**src/rtl/line_decoder_arbiter_if.sv**
```systemverilog
// Request/decoder-drive bundle shared by the arbiter and whoever sits around it.
// Latency: pure wiring, no storage.
// Backpressure: none; req is level-sensitive and only sampled in IDLE/GRANT.
// Ports: req[7:0] (requesters -> arbiter); enable, a, b, c, grant[7:0], busy
//        (arbiter -> decoder/local logic).
interface line_decoder_arbiter_if;
  logic [7:0] req;
  logic       enable;
  logic       a;
  logic       b;
  logic       c;
  logic [7:0] grant;
  logic       busy;

  // master: the arbiter itself
  modport master (
    input  req,
    output enable, a, b, c, grant, busy
  );

  // slave: requesters and the downstream 3-to-8 decoder
  modport slave (
    output req,
    input  enable, a, b, c, grant, busy
  );
endinterface

```
**src/rtl/line_decoder_arbiter.sv**
```systemverilog
// Round-robin arbiter sharing one 3-to-8 line decoder among 8 requesters.
// Latency: req high before edge k -> enable/grant high after edge k; grants last 1..MAX_HOLD cycles.
// Backpressure: none; losers simply keep req high and wait their round-robin turn.
// Ports: clk, rst (async, active-high); io.master: req[7:0] in; enable, a/b/c
//        (decoder select, {a,b,c} = ~winner), grant[7:0] one-hot, busy out.
module line_decoder_arbiter #(
  parameter int MAX_HOLD   = 4,  // 1..255
  parameter int GAP_CYCLES = 1   // 0..15
) (
  input logic                 clk,
  input logic                 rst,
  line_decoder_arbiter_if.master io
);

  localparam logic [7:0] HOLD_LIM = 8'(MAX_HOLD);
  localparam logic [3:0] GAP_LIM  = 4'(GAP_CYCLES);
  localparam bit         HAS_GAP  = (GAP_CYCLES > 0);

  typedef enum logic [1:0] {
    IDLE  = 2'd0,
    GRANT = 2'd1,
    GAP   = 2'd2
  } state_t;

  state_t     state, state_n;
  logic [2:0] ptr, ptr_n;
  logic [2:0] win, win_n;
  logic [7:0] hold_cnt, hold_n;
  logic [3:0] gap_cnt, gap_n;
  logic       enable_q, enable_n;
  logic [2:0] abc_q, abc_n;
  logic [7:0] grant_q, grant_n;
  logic       busy_q, busy_n;

  // Round-robin pick: rotate req so that bit 0 is the requester at ptr,
  // find the lowest set bit, then rotate the offset back.
  logic [15:0] req_dbl;
  logic [7:0]  req_rot;
  logic [2:0]  rr_off;
  logic [2:0]  rr_win;

  always_comb begin
    req_dbl = {io.req, io.req};
    req_rot = req_dbl[ptr +: 8];
    rr_off  = 3'd0;
    for (int j = 7; j >= 0; j--) begin
      if (req_rot[j]) rr_off = j[2:0];
    end
    rr_win = ptr + rr_off;
  end

  always_comb begin
    state_n  = state;
    ptr_n    = ptr;
    win_n    = win;
    hold_n   = hold_cnt;
    gap_n    = gap_cnt;
    enable_n = enable_q;
    abc_n    = abc_q;      // select lines only move on a new grant
    grant_n  = grant_q;
    busy_n   = busy_q;

    unique case (state)
      IDLE: begin
        if (io.req != 8'd0) begin
          state_n  = GRANT;
          win_n    = rr_win;
          hold_n   = 8'd1;
          enable_n = 1'b1;
          abc_n    = ~rr_win;
          grant_n  = 8'b1 << rr_win;
          busy_n   = 1'b1;
        end
      end

      GRANT: begin
        // A winner dropping req on the MAX_HOLD cycle is still one release.
        if (!io.req[win] || hold_cnt == HOLD_LIM) begin
          enable_n = 1'b0;
          grant_n  = 8'd0;
          ptr_n    = win + 3'd1;
          if (HAS_GAP) begin
            state_n = GAP;
            gap_n   = 4'd1;
            busy_n  = 1'b1;
          end else begin
            state_n = IDLE;
            busy_n  = 1'b0;
          end
        end else begin
          hold_n = hold_cnt + 8'd1;
        end
      end

      GAP: begin
        if (gap_cnt == GAP_LIM) begin
          state_n = IDLE;
          busy_n  = 1'b0;
        end else begin
          gap_n = gap_cnt + 4'd1;
        end
      end

      default: begin
        state_n  = IDLE;
        enable_n = 1'b0;
        grant_n  = 8'd0;
        busy_n   = 1'b0;
      end
    endcase
  end

  always_ff @(posedge clk or posedge rst) begin
    if (rst) begin
      state    <= IDLE;
      ptr      <= 3'd0;
      win      <= 3'd0;
      hold_cnt <= 8'd0;
      gap_cnt  <= 4'd0;
      enable_q <= 1'b0;
      abc_q    <= 3'd0;
      grant_q  <= 8'd0;
      busy_q   <= 1'b0;
    end else begin
      state    <= state_n;
      ptr      <= ptr_n;
      win      <= win_n;
      hold_cnt <= hold_n;
      gap_cnt  <= gap_n;
      enable_q <= enable_n;
      abc_q    <= abc_n;
      grant_q  <= grant_n;
      busy_q   <= busy_n;
    end
  end

  assign io.enable = enable_q;
  assign io.a      = abc_q[2];
  assign io.b      = abc_q[1];
  assign io.c      = abc_q[0];
  assign io.grant  = grant_q;
  assign io.busy   = busy_q;

endmodule

```
**src/flat_wrapper.sv**
```systemverilog
// flat-port wrapper written by rule: the top's interface ports become plain ports
module line_decoder_arbiter_flat 
#(
  parameter int MAX_HOLD   = 4,           
  parameter int GAP_CYCLES = 1           
)
  (clk, rst, io_req, io_enable, io_a, io_b, io_c, io_grant, io_busy);
  line_decoder_arbiter_if io_i ();
  input logic clk;
  input logic rst;
  input wire logic [$bits(io_i.req)-1:0] io_req;
  output wire logic [$bits(io_i.enable)-1:0] io_enable;
  output wire logic [$bits(io_i.a)-1:0] io_a;
  output wire logic [$bits(io_i.b)-1:0] io_b;
  output wire logic [$bits(io_i.c)-1:0] io_c;
  output wire logic [$bits(io_i.grant)-1:0] io_grant;
  output wire logic [$bits(io_i.busy)-1:0] io_busy;
  assign io_i.req = io_req;
  assign io_enable = io_i.enable;
  assign io_a = io_i.a;
  assign io_b = io_i.b;
  assign io_c = io_i.c;
  assign io_grant = io_i.grant;
  assign io_busy = io_i.busy;
  line_decoder_arbiter #(.MAX_HOLD(MAX_HOLD), .GAP_CYCLES(GAP_CYCLES)) u_core (.clk(clk), .rst(rst), .io(io_i));
endmodule
```
**config.mk**
```make
export PLATFORM = sky130hd
export DESIGN_NAME = line_decoder_arbiter_flat
export DESIGN_NICKNAME = d
export VERILOG_FILES = /design/src/rtl/line_decoder_arbiter_if.sv /design/src/rtl/line_decoder_arbiter.sv /design/src/flat_wrapper.sv
export SDC_FILE = /design/constraint.sdc
export NUM_CORES = 1
export LEC_CHECK = 0
export CAP_MARGIN = 20
export CORE_UTILIZATION = 40
export CTS_CLUSTER_SIZE = 14
export DETAILED_ROUTE_END_ITERATION = 10
export SLEW_MARGIN = 20
export SYNTH_ARGS = -nofsm -noshare
export SYNTH_HDL_FRONTEND = slang
export SYNTH_SLANG_ARGS = --single-unit
export TNS_END_PERCENT = 20
```
**constraint.sdc**
```tcl
create_clock -name clk -period 8.26 [get_ports clk]
set_input_delay 1.239 -clock clk [delete_from_list [all_inputs] [get_ports clk]]
set_output_delay 1.239 -clock clk [all_outputs]
set_load 0.01 [all_outputs]
```
==> flow_metrics.tcl <==
set metrics [dict create \
    vias 2168 \
    critPathKind "primary input to flop" \
    start_util_pct 42.1 \
    tightest_slew_ps 883 \
    relSlewSlack_pct 41.1 \
    die-area_um2 7100 \
    grtUsageTotal_pct 17.7 \
    min_path_type "flop to flop" \
    drcViolationCount 4 \
    grt_remaining_overflow 0 \
    wl_met1_mm 2.92 \
    ys_warn_count 0 \
    status "complete, but fails checks" \
    grt_pass1_wl_mm 10.2 \
    min_to "u_core.abc_q[0]$_DFFE_PP0P_" \
    htree_num_levels 2 \
    drive_gt1_share_pct 13.6 \
    layout_min_cycle_time_ps 4830 \
    startpoint_type "primary input" \
    synth_edf_count 0 \
    clock_latency_ps 280 \
    cts_hold_buf 0 \
    top_layer_used "met4" \
    violations "DRC" \
    met2_length_mm 2.64 \
    die_w_um 84.2 \
    drtIter0Drc 144 \
    synth_area_um2 2710 \
    diodes 0 \
    finalNetCount 303 \
    worstPathArrival_ps 5050 \
    cap_violations 0 \
    p_per_area_nw_per_um2 361 \
    routed_wl_mm 5.85 \
    synthDistinctLibCells 59 \
    routedWlPerCell_um 16.1 \
    async_flop_share_pct 100 \
    dp_hpwl_mm 4.13 \
    vdd_drop_max_mv 0.149 \
    gp_congestion 0.809 \
    hp-start "u_core.abc_q[0]$_DFFE_PP0P_" \
    die-height_um 84.2 \
    grt_antenna_before_repair 0 \
    worst_r2r_path_depth 9 \
    cts_tree "built" \
    timing.rr.start "u_core.ptr[0]$_DFFE_PP0P_" \
    viasPerCell 5.96 \
    synth_ff_type "dfrtp_1" \
    finalHoldViolCount 0 \
    wl_met3_um 251 \
    dp_cells 356 \
    syn_to_final_growth_pct 10.6 \
    fin_total_pwr_w 0.00108 \
    r2r_end "u_core.io.grant[6]$_DFFE_PP0P_" \
    grt_max_degree 36 \
    clkTransAtPathRegs_ps 70 \
    hold_depth 2 \
    post_cts_resized 0 \
    grt_setup_unrepaired "false" \
    core_area_um2 6420 \
    io_buffers 22 \
    ant_nets 0 \
    final_max_slew_viol_count 0 \
    setup_tns_ps 0 \
    p_leak_nw 1.20 \
    syn_nets 294 \
    required_ps 8480 \
    ctsLongestPathBuffers 2 \
    netlist_instances 277 \
    r2r_setup_slack_ps 4050 \
    grt_pass1_vias 2008 \
    timing.fmax_mhz 207 \
    instances_no_fill 364 \
    setup_violations 0 \
    avgSynthCellArea_um2 9.77 \
    synth_seq_cells 33 \
    ys_seq_area_share_pct 30.5 \
    ioPinCount 23 \
    first_pass_iters 7 \
    post-cts-setup-buffers 0 \
    fin_skew_ps 6.00 \
    rows 29 \
    crit_path_end_kind "flop" \
    cts_buffers 5 \
    finalCritPeriodShare_pct 58.5 \
    cts-root-buf "clkbuf_8" \
    cts_sinks 33 \
    crit_fanout 10 \
]
[sequential cells by signal, indices dropped and copies added, names as in the netlist]
name	count
u_core.io.enable	1
u_core.hold_cnt	8
u_core.state	2
u_core.win	3
u_core.ptr	3
u_core.abc_q	3
u_core.io.grant	8
u_core.io.busy	1
u_core.gap_cnt	4
[critical path, stage by stage]
cell	delay, ps
clkdlybuf4s50_1	600
mux4_2	550
nor2b_1	150
nor3_1	220
a21oi_1	70
o31ai_1	240
ha_1	180
inv_1	50
fa_1	530
or4_1	570
a2111oi_0	460
a221o_1	180
[layer usage]
metal | vias to the layer above | GRT usage, %
met1 | 1050 | 27.5
met4 | 0 | 4.70
met2 | 49 | 26.0
li1 | 1067 | -
met3 | 2 | 2.06
met5 | - | 0
[worst max-delay path by stage]
stage / from / endpoint / depth (start not counted)
floorplan: io_req[2] / u_core.io.grant[6]$_DFFE_PP0P_ / 12
global placement: io_req[5] / u_core.io.grant[6]$_DFFE_PP0P_ / 12
detailed placement: io_req[5] / u_core.io.grant[6]$_DFFE_PP0P_ / 12
CTS: io_req[5] / u_core.io.grant[6]$_DFFE_PP0P_ / 12
global route: io_req[0] / u_core.io.grant[6]$_DFFE_PP0P_ / 12
finish: io_req[5] / u_core.io.grant[6]$_DFFE_PP0P_ / 12
[synth_stat cells (2+ instances only)]
library cell	number	area, um^2
a2111oi_0	3	26.3
a211oi_1	3	22.5
a211oi_4	2	40.0
a21o_1	8	60.1
a21oi_1	20	100
a221o_1	4	40.0
a31oi_1	2	12.5
and4_1	5	43.8
buf_2	10	50.1
buf_4	3	22.5
buf_6	4	45.0
clkbuf_1	3	11.3
dfrtp_1	33	826
ha_1	6	75.1
inv_1	14	52.6
mux2i_1	3	30.0
mux4_2	15	338
nand2_1	19	71.3
nand3_1	8	40.0
nand4_1	4	25.0
nor2_1	26	97.6
nor2b_1	2	12.5
nor3_1	10	50.1
nor3_4	2	32.5
nor4_1	7	43.8
o2111a_1	2	22.5
o2111ai_1	5	43.8
o211ai_1	5	37.5
o21a_1	2	15.0
o21ai_0	7	35.0
o21ai_1	2	10.0
or4_1	3	22.5
xnor2_1	6	52.6
xor2_1	4	35.0
[per-stage QoR]
stage	instance area [um^2]	setup slack [ps]	hold WS, ps	util, %
6_report	2990	3430	476	46.6
3_5_place_dp	2890	3140	470	45.0
5_1_grt	2990	3120	519	46.6
2_1_floorplan	2710	4010	498	-
4_1_cts	2990	3430	485	46.6
3_3_place_gp	2890	3320	461	45.0
[kinds of logic (layout without fill, tap and decap cells)]
logic type	count (synthesis)	in the layout	synth area share [%]
fa+ha+maj	7	7	3.52
flops	33	33	30.5
xor+xnor	10	10	3.24
mux	21	21	15.6
simple gates	92	92	17.9
compound gates	77	77	21.6
buf+inv	37	47	7.58
[cell type report]
class                   instances  area, um^2
fillers                       599        3430
flip-flops and latches         33         826
inverters                      14        52.6
repair buffers                 25         243
multi-input cells             207        1670
clock inverters                 1        5.00
clock buffers                   7        96.3
well taps                      77        96.3
[layout by cell type (no fill, tap or decap), types with 3 or more instances in the layout]
master           netlist  final
and4_1                 5      5
xor2_1                 4      4
buf_4                  3      3
o2111ai_1              5      5
clkdlybuf4s50_1        0     22
nand4_1                4      4
dfrtp_1               33     33
a211oi_1               3      3
o21ai_0                7      7
nand3_1                8      8
nor2_1                26     26
inv_1                 14     14
a21oi_1               20     20
a21o_1                 8      8
nand2_1               19     19
ha_1                   6      6
nor4_1                 7      7
o211ai_1               5      5
mux4_2                15     15
or4_1                  3      3
a2111oi_0              3      3
clkbuf_8               0      7
nor3_1                10     10
mux2i_1                3      3
xnor2_1                6      6
a221o_1                4      4
[power breakdown]
part           total, W  switching, W  internal [W]  leakage [nW]
Combinational  0.000654      0.000367      0.000287         0.724
Clock          0.000135     0.0000600     0.0000754        0.0542
Sequential     0.000290     0.0000783      0.000212         0.418
Total           0.00108      0.000506      0.000574          1.20
Power figures use the tool's default switching activity.
